## config.mk

```make
export PLATFORM = sky130hd
export DESIGN_NAME = seq_alu
export DESIGN_NICKNAME = d
export VERILOG_FILES = /design/src/rtl/alu_pkg.sv /design/src/rtl/alu_shift_add_mul.sv /design/src/rtl/seq_alu.sv
export SDC_FILE = /design/constraint.sdc
export NUM_CORES = 1
export LEC_CHECK = 0
export CORE_MARGIN = 3
export CORE_UTILIZATION = 62
export DETAILED_ROUTE_END_ITERATION = 16
export PLACE_DENSITY = 0.85
export SYNTH_ARGS = -nofsm -noshare
export SYNTH_HDL_FRONTEND = slang
export SYNTH_SLANG_ARGS = --single-unit
```

## constraint.sdc

```tcl
create_clock -name clk -period 4.45 [get_ports clk]
set_input_delay 0.89 -clock clk [delete_from_list [all_inputs] [get_ports clk]]
set_output_delay 0.89 -clock clk [all_outputs]
set_load 0.01 [all_outputs]
```

## src/rtl/alu_pkg.sv

```systemverilog
// Shared types for the sequential ALU: opcodes, FSM states and the flag bundle.
package alu_pkg;

    typedef enum logic [2:0] {
        OP_ADD = 3'd0,
        OP_SUB = 3'd1,
        OP_AND = 3'd2,
        OP_OR  = 3'd3,
        OP_XOR = 3'd4,
        OP_SHL = 3'd5,
        OP_SHR = 3'd6,
        OP_MUL = 3'd7
    } op_e;

    typedef enum logic [1:0] {
        S_IDLE     = 2'd0,
        S_MUL_BUSY = 2'd1,
        S_DONE     = 2'd2
    } state_e;

    typedef struct packed {
        logic zero;
        logic carry;
        logic sign;
        logic parity;
        logic overflow;
    } flags_t;

endpackage

```

## src/rtl/alu_shift_add_mul.sv

```systemverilog
// Unsigned shift-add multiplier: one partial product per clock, WIDTH steps.
// done is high for exactly one cycle once all steps are complete; reset aborts.
module alu_shift_add_mul #(
    parameter int WIDTH = 4
) (
    input  logic                 clk,
    input  logic                 reset,
    input  logic                 start,
    input  logic [WIDTH-1:0]     a,
    input  logic [WIDTH-1:0]     b,
    output logic                 busy,
    output logic                 done,
    output logic [2*WIDTH-1:0]   product
);

    localparam int CW = $clog2(WIDTH + 1);
    localparam logic [CW-1:0] LAST = CW'(WIDTH);

    logic              r_busy;
    logic [CW-1:0]     r_cnt;
    logic [2*WIDTH-1:0] r_mcand;
    logic [WIDTH-1:0]  r_mplier;
    logic [2*WIDTH-1:0] r_acc;
    logic              w_done;

    assign w_done  = r_busy && (r_cnt == LAST);
    assign busy    = r_busy;
    assign done    = w_done;
    assign product = r_acc;

    // Control: busy flag and step counter; only these need reset for an abort.
    always_ff @(posedge clk) begin
        if (reset) begin
            r_busy <= 1'b0;
            r_cnt  <= '0;
        end else if (start) begin
            r_busy <= 1'b1;
            r_cnt  <= '0;
        end else if (w_done) begin
            r_busy <= 1'b0;
        end else if (r_busy) begin
            r_cnt <= r_cnt + CW'(1);
        end
    end

    // Datapath: load operands on start, then add shifted multiplicand per set bit.
    always_ff @(posedge clk) begin
        if (start) begin
            r_mcand  <= {{WIDTH{1'b0}}, a};
            r_mplier <= b;
            r_acc    <= '0;
        end else if (r_busy && !w_done) begin
            r_acc    <= r_acc + (r_mplier[0] ? r_mcand : '0);
            r_mcand  <= r_mcand << 1;
            r_mplier <= r_mplier >> 1;
        end
    end

endmodule

```

## src/rtl/seq_alu.sv

```systemverilog
// Registered ALU with valid/ready on both sides. Single-cycle ops complete in
// one clock; MUL runs through the shift-add multiplier. Results and flags are
// held in output registers until the sink takes them.
module seq_alu
    import alu_pkg::*;
#(
    parameter int WIDTH = 4
) (
    input  logic             clk,
    input  logic             reset,
    input  logic             in_valid,
    output logic             in_ready,
    input  logic [WIDTH-1:0] a,
    input  logic [WIDTH-1:0] b,
    input  logic [2:0]       op,
    output logic             out_valid,
    input  logic             out_ready,
    output logic [WIDTH-1:0] out,
    output logic [WIDTH-1:0] out_hi,
    output logic             zero,
    output logic             carry,
    output logic             sign,
    output logic             parity,
    output logic             overflow
);

    localparam int SHW = $clog2(WIDTH);
    localparam int M   = WIDTH - 1;

    state_e            r_state;
    state_e            w_state_nxt;
    logic [WIDTH-1:0]  r_out;
    logic [WIDTH-1:0]  r_out_hi;
    flags_t            r_flags;

    op_e               w_op;
    logic              w_accept;
    logic              w_mul_start;
    logic              w_mul_busy;
    logic              w_mul_done;
    logic [2*WIDTH-1:0] w_product;
    logic [WIDTH:0]    w_sum;
    logic [WIDTH:0]    w_dif;
    logic [SHW-1:0]    w_shamt;
    logic [WIDTH-1:0]  w_res;
    logic              w_carry;
    logic              w_ovf;
    logic              w_mul_hi_nz;

    function automatic flags_t make_flags(input logic [WIDTH-1:0] res,
                                          input logic c, input logic v);
        flags_t f;
        f.zero     = (res == '0);
        f.carry    = c;
        f.sign     = res[WIDTH-1];
        f.parity   = ^res;
        f.overflow = v;
        return f;
    endfunction

    assign w_op        = op_e'(op);
    assign in_ready    = !reset && ((r_state == S_IDLE) ||
                                    ((r_state == S_DONE) && out_ready));
    assign w_accept    = in_valid && in_ready;
    assign w_mul_start = w_accept && (w_op == OP_MUL);
    assign w_sum       = {1'b0, a} + {1'b0, b};
    assign w_dif       = {1'b0, a} - {1'b0, b};
    assign w_shamt     = b[SHW-1:0];
    assign w_mul_hi_nz = (w_product[2*WIDTH-1:WIDTH] != '0);

    alu_shift_add_mul #(.WIDTH(WIDTH)) u_mul (
        .clk     (clk),
        .reset   (reset),
        .start   (w_mul_start),
        .a       (a),
        .b       (b),
        .busy    (w_mul_busy),
        .done    (w_mul_done),
        .product (w_product)
    );

    // Single-cycle datapath: result plus the op-specific carry/overflow.
    always_comb begin
        w_res   = '0;
        w_carry = 1'b0;
        w_ovf   = 1'b0;
        case (w_op)
            OP_ADD: begin
                w_res   = w_sum[WIDTH-1:0];
                w_carry = w_sum[WIDTH];
                w_ovf   = (a[M] == b[M]) && (w_sum[M] != a[M]);
            end
            OP_SUB: begin
                w_res   = w_dif[WIDTH-1:0];
                w_carry = w_dif[WIDTH];
                w_ovf   = (a[M] != b[M]) && (w_dif[M] != a[M]);
            end
            OP_AND:  w_res = a & b;
            OP_OR:   w_res = a | b;
            OP_XOR:  w_res = a ^ b;
            OP_SHL:  w_res = a << w_shamt;
            OP_SHR:  w_res = a >> w_shamt;
            default: w_res = '0;
        endcase
    end

    // Next-state logic; an accept in DONE behaves exactly like one in IDLE.
    always_comb begin
        w_state_nxt = r_state;
        case (r_state)
            S_IDLE: begin
                if (w_accept)
                    w_state_nxt = (w_op == OP_MUL) ? S_MUL_BUSY : S_DONE;
            end
            S_MUL_BUSY: begin
                if (w_mul_busy && w_mul_done)
                    w_state_nxt = S_DONE;
            end
            S_DONE: begin
                if (w_accept)
                    w_state_nxt = (w_op == OP_MUL) ? S_MUL_BUSY : S_DONE;
                else if (out_ready)
                    w_state_nxt = S_IDLE;
            end
            default: w_state_nxt = S_IDLE;
        endcase
    end

    // State register.
    always_ff @(posedge clk) begin
        if (reset)
            r_state <= S_IDLE;
        else
            r_state <= w_state_nxt;
    end

    // Result/flag registers: load on single-cycle accept or on multiplier completion.
    always_ff @(posedge clk) begin
        if (reset) begin
            r_out    <= '0;
            r_out_hi <= '0;
            r_flags  <= '0;
        end else if (w_accept && (w_op != OP_MUL)) begin
            r_out    <= w_res;
            r_out_hi <= '0;
            r_flags  <= make_flags(w_res, w_carry, w_ovf);
        end else if ((r_state == S_MUL_BUSY) && w_mul_done) begin
            r_out    <= w_product[WIDTH-1:0];
            r_out_hi <= w_product[2*WIDTH-1:WIDTH];
            r_flags  <= make_flags(w_product[WIDTH-1:0], w_mul_hi_nz, w_mul_hi_nz);
        end
    end

    assign out_valid = (r_state == S_DONE);
    assign out       = r_out;
    assign out_hi    = r_out_hi;
    assign zero      = r_flags.zero;
    assign carry     = r_flags.carry;
    assign sign      = r_flags.sign;
    assign parity    = r_flags.parity;
    assign overflow  = r_flags.overflow;

endmodule

```

== After elaboration in Yosys (flattened, before gate mapping) ==
Index checks and enable logic that the tools add are counted.
Operators by class
  add/sub/neg operators: 4
  equality and inequality tests: 18
  shifts and indexed selects: 2
  multiplexer cells: 20
  bitwise logic cells: 4
  reduce and logical (&&, ||, !) cells: 28
Operators by type and width (count)
  $pmux W4 S7: 1
  $mux W4: 6
  $eq A3 B3 Y1 const B: 5
  $logic_and A1 B1 Y1: 11
  $mux W2: 5
  $mux W5: 2
  $add A8 B8 Y8: 1
  $logic_not A4 Y1: 2
  $mux W8: 1
  $reduce_xor A4 Y1: 2
  $eq A3 B2 Y1 const B: 2
  $pmux W2 S3: 1
  $reduce_bool A2 Y1: 3
  $add A4 B4 Y5: 1
  $sub A4 B4 Y5: 1
  $and A4 B4 Y4: 1
  $ne A2 B2 Y1 const B: 2
  $or A4 B4 Y4: 1
  $pmux W1 S2: 2
  $reduce_bool A4 Y1: 1
  $reduce_or A2 Y1: 2
  $shl A4 B2 Y4: 1
  $shr A4 B2 Y4: 1
  $xor A4 B4 Y4: 1
  16 further kinds: 20
Storage, ports and cells
  register bits: 39
  bits of input ports: 15

== Longest topological paths before layout ==
Gate-level depths: netlist of the first run.
  depth in word-level cells: 7
  depth in mapped cells: 13
  gate-level depth less buffers: 13

== Hierarchy ==
A second synthesis of the first run with hierarchy kept.
Second synthesis, totals
  cells, all modules: 320
  area, all modules: 2811.4 um^2
By module, submodules not included
  seq_alu: times used 1, cells each 188, area an instance 1506.4 um^2, seq. area each 280.3 um^2
  alu_shift_add_mul: times used 1, cells each 132, area an instance 1305.0 um^2, seq. area each 560.5 um^2

== Worst setup path before layout of the first run ==
No wires, ideal clock.
  path type: in2reg
  start point: in a[0]
  end point: reg r_flags (netlist bit parity)
  setup time: 0.129 ns
  data arrival time: 2.924 ns
  slack: 1.397 ns
  stages: 13
  path buffers: 0
  path through: inv_1 > ha_1 > inv_1 > fa_1 > nor2b_1 > o32a_1 > nor2_1 > a2111oi_2 > ha_1 > xnor2_1 > o22ai_1 > a21oi_1 > nor2_1
Between the ends
  longest elaborated chain between the ends: 4
  elaborated cells between the ends (all ways): 10
RTL lines
  start, declared: RTL line seq_alu.sv:13  | input logic [WIDTH-1:0] a,
  $sub A4 B4 Y5 (tied with other cells): RTL line seq_alu.sv:67  | assign w_dif = {1'b0, a} - {1'b0, b};
  $pmux W4 S7 (*): RTL line seq_alu.sv:87  | case (w_op)
  $reduce_xor A4 Y1 (*): RTL line seq_alu.sv:56  | f.parity = ^res;
  $mux W5 (*): RTL line seq_alu.sv:143  | end else if (w_accept && (w_op != OP_MUL)) begin
  end signal, assigned: RTL line seq_alu.sv:146  | r_flags <= make_flags(w_res, w_carry, w_ovf);
  end signal, assigned: RTL line seq_alu.sv:150  | r_flags <= make_flags(w_product[WIDTH-1:0], w_mul_hi_nz, w_mul_hi_nz);
  end, declared: RTL line seq_alu.sv:34  | flags_t r_flags;
Every way passes the cells marked *; elsewhere a longest branch is shown, timed or not.
A chain may end at the register's enable or synchronous reset.

== Worst setup path in the final report of the first run ==
  start point: in b[0]
  end point: reg r_flags (netlist bit parity)
Between the ends
  longest elaborated chain between the ends: 4
  elaborated cells between the ends (all ways): 10
RTL lines
  start, declared: RTL line seq_alu.sv:14  | input logic [WIDTH-1:0] b,
  $sub A4 B4 Y5 (tied with other cells): RTL line seq_alu.sv:67
  $pmux W4 S7 (*): RTL line seq_alu.sv:87
  $reduce_xor A4 Y1 (*): RTL line seq_alu.sv:56
  $mux W5 (*): RTL line seq_alu.sv:143
Marks and branches as above.

==> results of run 1 <==
[final timing paths]
kind / startpoint / to / cells past startpoint
min: u_mul.r_mcand[7] / u_mul.r_mcand[7] / 2
max: b[0] / parity / 13
min reg2reg: u_mul.r_mcand[7] / u_mul.r_mcand[7] / 2
max reg2reg: u_mul.r_mplier[0] / u_mul.product[7] / 7
[power by group through the flow]
stage          registers [mW]  logic, mW  clock network (mW)
2_1_floorplan           0.442      0.256                   0
3_3_place_gp            0.454      0.322                   0
3_5_place_dp            0.457      0.336                   0
4_1_cts                 0.449      0.337               0.236
5_1_grt                 0.455      0.379               0.248
6_report                0.450      0.338               0.231
[cells by family (layout without fill, tap and decap cells)]
kind of cell	after synthesis	in the layout	share of synthesized area
fa+ha+maj	29	29	0.136
xor+xnor	9	9	0.0279
compound gates	92	92	0.222
simple gates	122	122	0.234
mux	6	6	0.0217
flops	38	38	0.298
buf+inv	40	63	0.0598
[registers in the layout, indices dropped and copies added (netlist names)]
register,cells
carry,1
out,4
out_hi,4
overflow,1
parity,1
r_state,2
u_mul.busy,1
u_mul.product,8
u_mul.r_cnt,3
u_mul.r_mcand,8
u_mul.r_mplier,4
zero,1
[critical path, cell delays in order]
cell and delay (ns):
clkdlybuf4s50_1 0.66, ha_1 0.27, inv_1 0.07, fa_1 0.47, nor2b_1 0.13, o32a_1 0.16, nor2_1 0.05, a2111oi_2 0.41
ha_1 0.31, xnor2_1 0.16, o22ai_1 0.09, a21oi_1 0.12, nor2_1 0.05
[synth_stat cells, types with 3 or more instances]
master    number  area, um2
fa_1           3       60.1
o211ai_1       3       22.5
nor2b_1        8       50.1
nand3_1       14       70.1
o21a_1         3       22.5
clkbuf_1       7       26.3
buf_2          6       30.0
nand2_1       39        146
a211oi_1       3       22.5
ha_1          26        325
and2_1         9       56.3
inv_1         23       86.3
xnor2_1        6       52.6
a21o_1         5       37.5
xor2_1         3       26.3
a21oi_1       31        155
nand2b_1       9       56.3
mux2i_1        5       50.1
nor2_1        14       52.6
dfxtp_1       30        601
o22ai_1        3       18.8
edfxtp_1       8        240
o21ai_0       14       70.1
nor3_1        12       60.1
[cell usage in the layout (no fill, tap or decap), types with 3 or more instances in the layout]
master           Yosys  routed
nand2_1             39      39
a211oi_1             3       3
a21oi_1             31      31
fa_1                 3       3
mux2i_1              5       5
o211ai_1             3       3
nand2b_1             9       9
xor2_1               3       3
o22ai_1              3       3
nor2b_1              8       8
o21ai_0             14      14
o21a_1               3       3
clkdlybuf4s50_1      0      29
clkbuf_8             0       5
a21o_1               5       5
dfxtp_1             30      30
ha_1                26      26
inv_1               23      23
nor2_1              14      14
nand3_1             14      14
and2_1               9       9
edfxtp_1             8       8
xnor2_1              6       6
nor3_1              12      12
[routing by layer]
layer	global-route usage	up-vias
li1	-	1240
met1	0.360	1140
met2	0.403	71
met3	0.0534	13
met4	0.0825	0
met5	0	-
[final cells by class]
class | count | area, um2 | share of cell area
Inverter | 24 | 90.1 | 0.0282
Tap cell | 50 | 62.6 | 0.0196
Clock buffer | 6 | 72.6 | 0.0227
Sequential cell | 38 | 841 | 0.263
Multi-Input combinational cell | 258 | 1810 | 0.568
Clock inverter | 2 | 10.0 | 0.00313
Timing Repair Buffer | 31 | 305 | 0.0955
==> impl_metrics.csv, run 1 <==
group,metric,value,unit
worst_setup_path,rrSetupSlack,2.18,ns
route,wire_per_inst,16.0,um
synth,ys_ff_latch,38,
power_and_ir_drop,leakagePower,1.28,nW
place,post_dp_cell_area,3110,um2
floorplan,fp-row-count,23,
place,routabilityCongestion,0.914,
route,routed_via_density,6.02,
timing,setup_ws,0.787,ns
power_and_ir_drop,p_sw_frac,0.346,
synth,synth-async-reset-ratio,0,
timing,period_minus_slack,3.66,ns
timing,max_freq,273,MHz
route,drt-initial-drc-count,195,
worst_setup_path,cp-end-kind,"flip-flop",
timing,worstMarginPinSlew,0.814,ns
final_layout,design_area,3200,um2
timing,setup_viol,0,
synth,ys.flop_type,"dfxtp_1",
place,portBuffers,29,
clocking,cts.hold.buffers_added,0,
power_and_ir_drop,p_clk_frac,0.227,
power_and_ir_drop,power_frac_comb,0.331,
clocking,clock_sinks,38,
timing,setup_tns,0,ns
power_and_ir_drop,p_seq_frac,0.442,
route,vias,2464,
clocking,clk_pin_slew_worst_paths,0.07,ns
clocking,cts_tree,"yes",
route,dr.pass1.iters,4,
floorplan,initial_core_util,0.672,
synth,synth_nets,380,
synth,synth_cells,336,
timing,fin_crit_sh,0.823,
global_routing,grt_max_degree,26,
final_layout,layout-drive-gt1-share,0.0641,
clocking,clock_path_buffers,2,
timing,skew,0.0127,ns
clocking,ctsResizeCount,0,
clocking,numCtsBuffers,5,
power_and_ir_drop,internal_power,0.667,mW
route,met3WireLength,370,um
job,max-cap-violations,0,
final_layout,final_cells,409,
floorplan,die_area,5400,um2
worst_hold_path,hold_class,"flip-flop to flip-flop",
place,dp_worst_setup_slack,0.474,ns
synth,yosysWarnings,0,
floorplan,ioPinCount,30,
final_layout,utilization,0.761,
clocking,insertion_delay,0.29,ns
worst_setup_path,crit_arrival,3.83,ns
final_layout,nNetsFinal,402,
floorplan,die_h,73.5,um
worst_setup_path,crit_type,"input pin to flip-flop",
final_layout,fill_cells,337,
timing,slew_headroom,0.456,
timing,holdWs,0.468,ns
synth,yosysSeqAreaShare,0.298,
route,final_antenna_net_count,0,
timing,rsz0062_at_grt,"no",
final_layout,synthToLayoutAreaGrowth,13.2,%
synth,synth_cell_types,65,
route,wl_met2,3060,um
floorplan,core,4200,um2
power_and_ir_drop,power_switching,0.353,mW
route,met1_length,3000,um
worst_setup_path,path_max_fanout,11,
global_routing,grtUsageTotal,0.259,
power_and_ir_drop,ir_drop,0.256,mV
final_layout,diodes,0,
run_status,status,"complete, no violations",
timing,finalHoldViolCount,0,
power_and_ir_drop,finalPower,1.02,mW
place,dpl.hpwl,4920,um
worst_setup_path,required,4.62,ns
global_routing,grt_pass1_wl,11000,um
global_routing,antenna_found_initial,0,
global_routing,gr-total-overflow,0,
clocking,post_cts_buffers,0,
clocking,clk_root_buffer_cell,"clkbuf_8",
route,drc,0,
synth,synth_edf_count,8,
timing,finalMaxSlewViolations,0,
global_routing,grt_pass1_vias,2319,
synth,synth_area,2820,um2
synth,avgSynthCellArea,8.40,um2
route,route.top_layer_used,"met4",
route,drt-total-wl,6540,um
floorplan,die_x,73.5,um
power_and_ir_drop,p_per_area,319,nW/um2
place,numPlacedInstances,401,
clocking,h-tree-depth,2,
worst_setup_path,start_kind,"input pin",
Power figures use the tool's default switching activity.
==> run 2, diff against run 1 <==
--- a/config.mk
+++ b/config.mk
@@ -6,9 +6,9 @@
 export NUM_CORES = 1
 export LEC_CHECK = 0
 export CORE_MARGIN = 3
-export CORE_UTILIZATION = 62
+export CORE_UTILIZATION = 57
 export DETAILED_ROUTE_END_ITERATION = 16
-export PLACE_DENSITY = 0.85
+export PLACE_DENSITY = 0.79
 export SYNTH_ARGS = -nofsm -noshare
 export SYNTH_HDL_FRONTEND = slang
 export SYNTH_SLANG_ARGS = --single-unit
==> constraint.sdc (replaced) <==
create_clock -name clk -period 3.6 [get_ports clk]
set_input_delay 0.72 -clock clk [delete_from_list [all_inputs] [get_ports clk]]
set_output_delay 0.72 -clock clk [all_outputs]
set_load 0.01 [all_outputs]
==> impl_metrics.csv, run 2 (synthesis gave the netlist of run 1 again) <==
group,metric,value,unit
clocking,post_cts_buffers,0,
clocking,cts.hold.buffers_added,0,
route,dr.pass1.iters,5,
clocking,cts_tree,"yes",
power_and_ir_drop,power_switching,0.444,mW
timing,setup_ws,0.283,ns
global_routing,gr-total-overflow,0,
power_and_ir_drop,internal_power,0.969,mW
power_and_ir_drop,p_clk_frac,0.297,
clocking,clock_path_buffers,2,
timing,worstMarginPinSlew,0.608,ns
clocking,clk_root_buffer_cell,"clkbuf_8",
worst_setup_path,path_max_fanout,4,
worst_setup_path,crit_arrival,3.50,ns
final_layout,synthToLayoutAreaGrowth,19.5,%
global_routing,grt_max_degree,22,
power_and_ir_drop,p_sw_frac,0.314,
final_layout,utilization,0.739,
global_routing,grtUsageTotal,0.240,
global_routing,antenna_found_initial,0,
clocking,numCtsBuffers,5,
floorplan,fp-row-count,24,
timing,finalHoldViolCount,0,
power_and_ir_drop,power_frac_comb,0.310,
clocking,clk_pin_slew_worst_paths,0.08,ns
clocking,insertion_delay,0.29,ns
floorplan,core,4560,um2
final_layout,fill_cells,362,
final_layout,final_cell_mix,"39 x nand2_1, 31 x a21oi_1, 30 x dfxtp_1, 29 x clkdlybuf4s50_1, 26 x ha_1",
route,drt-initial-drc-count,205,
power_and_ir_drop,leakagePower,1.37,nW
timing,setup_tns,0,ns
final_layout,nNetsFinal,416,
final_layout,diodes,0,
place,routabilityCongestion,0.896,
place,dp_worst_setup_slack,0.00372,ns
route,vias,2556,
worst_setup_path,rr_worst_depth,7,
timing,rsz0062_at_grt,"no",
worst_hold_path,min_path_cells,2,
worst_setup_path,required,3.78,ns
route,final_antenna_net_count,0,
timing,skew,0.00535,ns
route,drc,0,
power_and_ir_drop,p_per_area,419,nW/um2
final_layout,final_common_cell,"nand2_1",
route,routed_via_density,5.84,
worst_setup_path,cp-end-kind,"flip-flop",
floorplan,die_area,5830,um2
clocking,h-tree-depth,2,
floorplan,die_x,76.4,um
worst_hold_path,hold_class,"flip-flop to flip-flop",
job,max-cap-violations,0,
place,post_dp_cell_area,3240,um2
final_layout,design_area,3370,um2
final_layout,ff_latch_area,841,um2
floorplan,ioPinCount,30,
timing,setup_viol,0,
route,wire_per_inst,15.3,um
power_and_ir_drop,ir_drop,0.293,mV
final_layout,multi_input_area,1810,um2
route,drt-total-wl,6720,um
worst_setup_path,crit_type,"input pin to flip-flop",
power_and_ir_drop,p_seq_frac,0.393,
timing,max_freq,301,MHz
run_status,status,"complete, no violations",
clocking,ctsResizeCount,0,
floorplan,die_h,76.4,um
floorplan,initial_core_util,0.619,
timing,finalMaxSlewViolations,0,
timing,fin_crit_sh,0.921,
final_layout,layout-drive-gt1-share,0.102,
worst_setup_path,start_kind,"input pin",
clocking,clock_sinks,38,
global_routing,grt_pass1_wl,11400,um
place,dpl.hpwl,5160,um
global_routing,grt_pass1_vias,2357,
timing,slew_headroom,0.593,
timing,period_minus_slack,3.32,ns
place,portBuffers,29,
run 2: final timing paths:
| check | startpoint | to | slack, ns |
|---|---|---|---|
| max | a[0] | parity | 0.28 |
| min | u_mul.r_mcand[7] | u_mul.r_mcand[7] | 0.46 |
| max reg2reg | u_mul.r_mplier[0] | u_mul.product[7] | 1.35 |
| min reg2reg | u_mul.r_mcand[7] | u_mul.r_mcand[7] | 0.46 |
run 2: worst max-delay path, stage by stage:
cell             delay (ns)
clkdlybuf4s50_1        0.52
inv_1                  0.07
ha_1                   0.21
inv_1                  0.07
fa_1                   0.40
nor2b_1                0.12
o32a_1                 0.17
nor2_1                 0.05
a2111oi_2              0.40
ha_1                   0.32
xnor2_1                0.16
o22ai_1                0.09
a21oi_1                0.14
nor2_1                 0.05
run 2: final cells by class:
| class | count | share of cell area |
|---|---|---|
| clock buffers | 7 | 0.0319 |
| clock inverters | 1 | 0.00890 |
| inverters | 24 | 0.0267 |
| multi-input cells | 258 | 0.538 |
| flip-flops and latches | 38 | 0.249 |
| well taps | 65 | 0.0241 |
| repair buffers | 45 | 0.122 |
run 2: per-stage QoR:
step                      hold slack [ns]  instances  total power, mW
after floorplan                     0.437        336            0.864
after global placement              0.443        430            0.977
after detailed placement            0.451        430            0.996
after CTS                           0.461        438             1.41
after global routing                0.486        438             1.50
final                               0.460        438             1.41
run 2: routing by layer:
metal,up-vias,global-route usage,wire length (um)
li1,1275,-,-
met1,1154,0.341,3050
met2,116,0.376,3120
met3,11,0.0449,486
met4,0,0.0543,66
met5,-,0,0
run 2: power by group through the flow:
stage	combinational, mW	clock [mW]	sequential, mW
6_report	0.439	0.420	0.555
5_1_grt	0.491	0.445	0.563
4_1_cts	0.437	0.423	0.555
3_5_place_dp	0.430	0	0.565
3_3_place_gp	0.412	0	0.565
2_1_floorplan	0.317	0	0.547
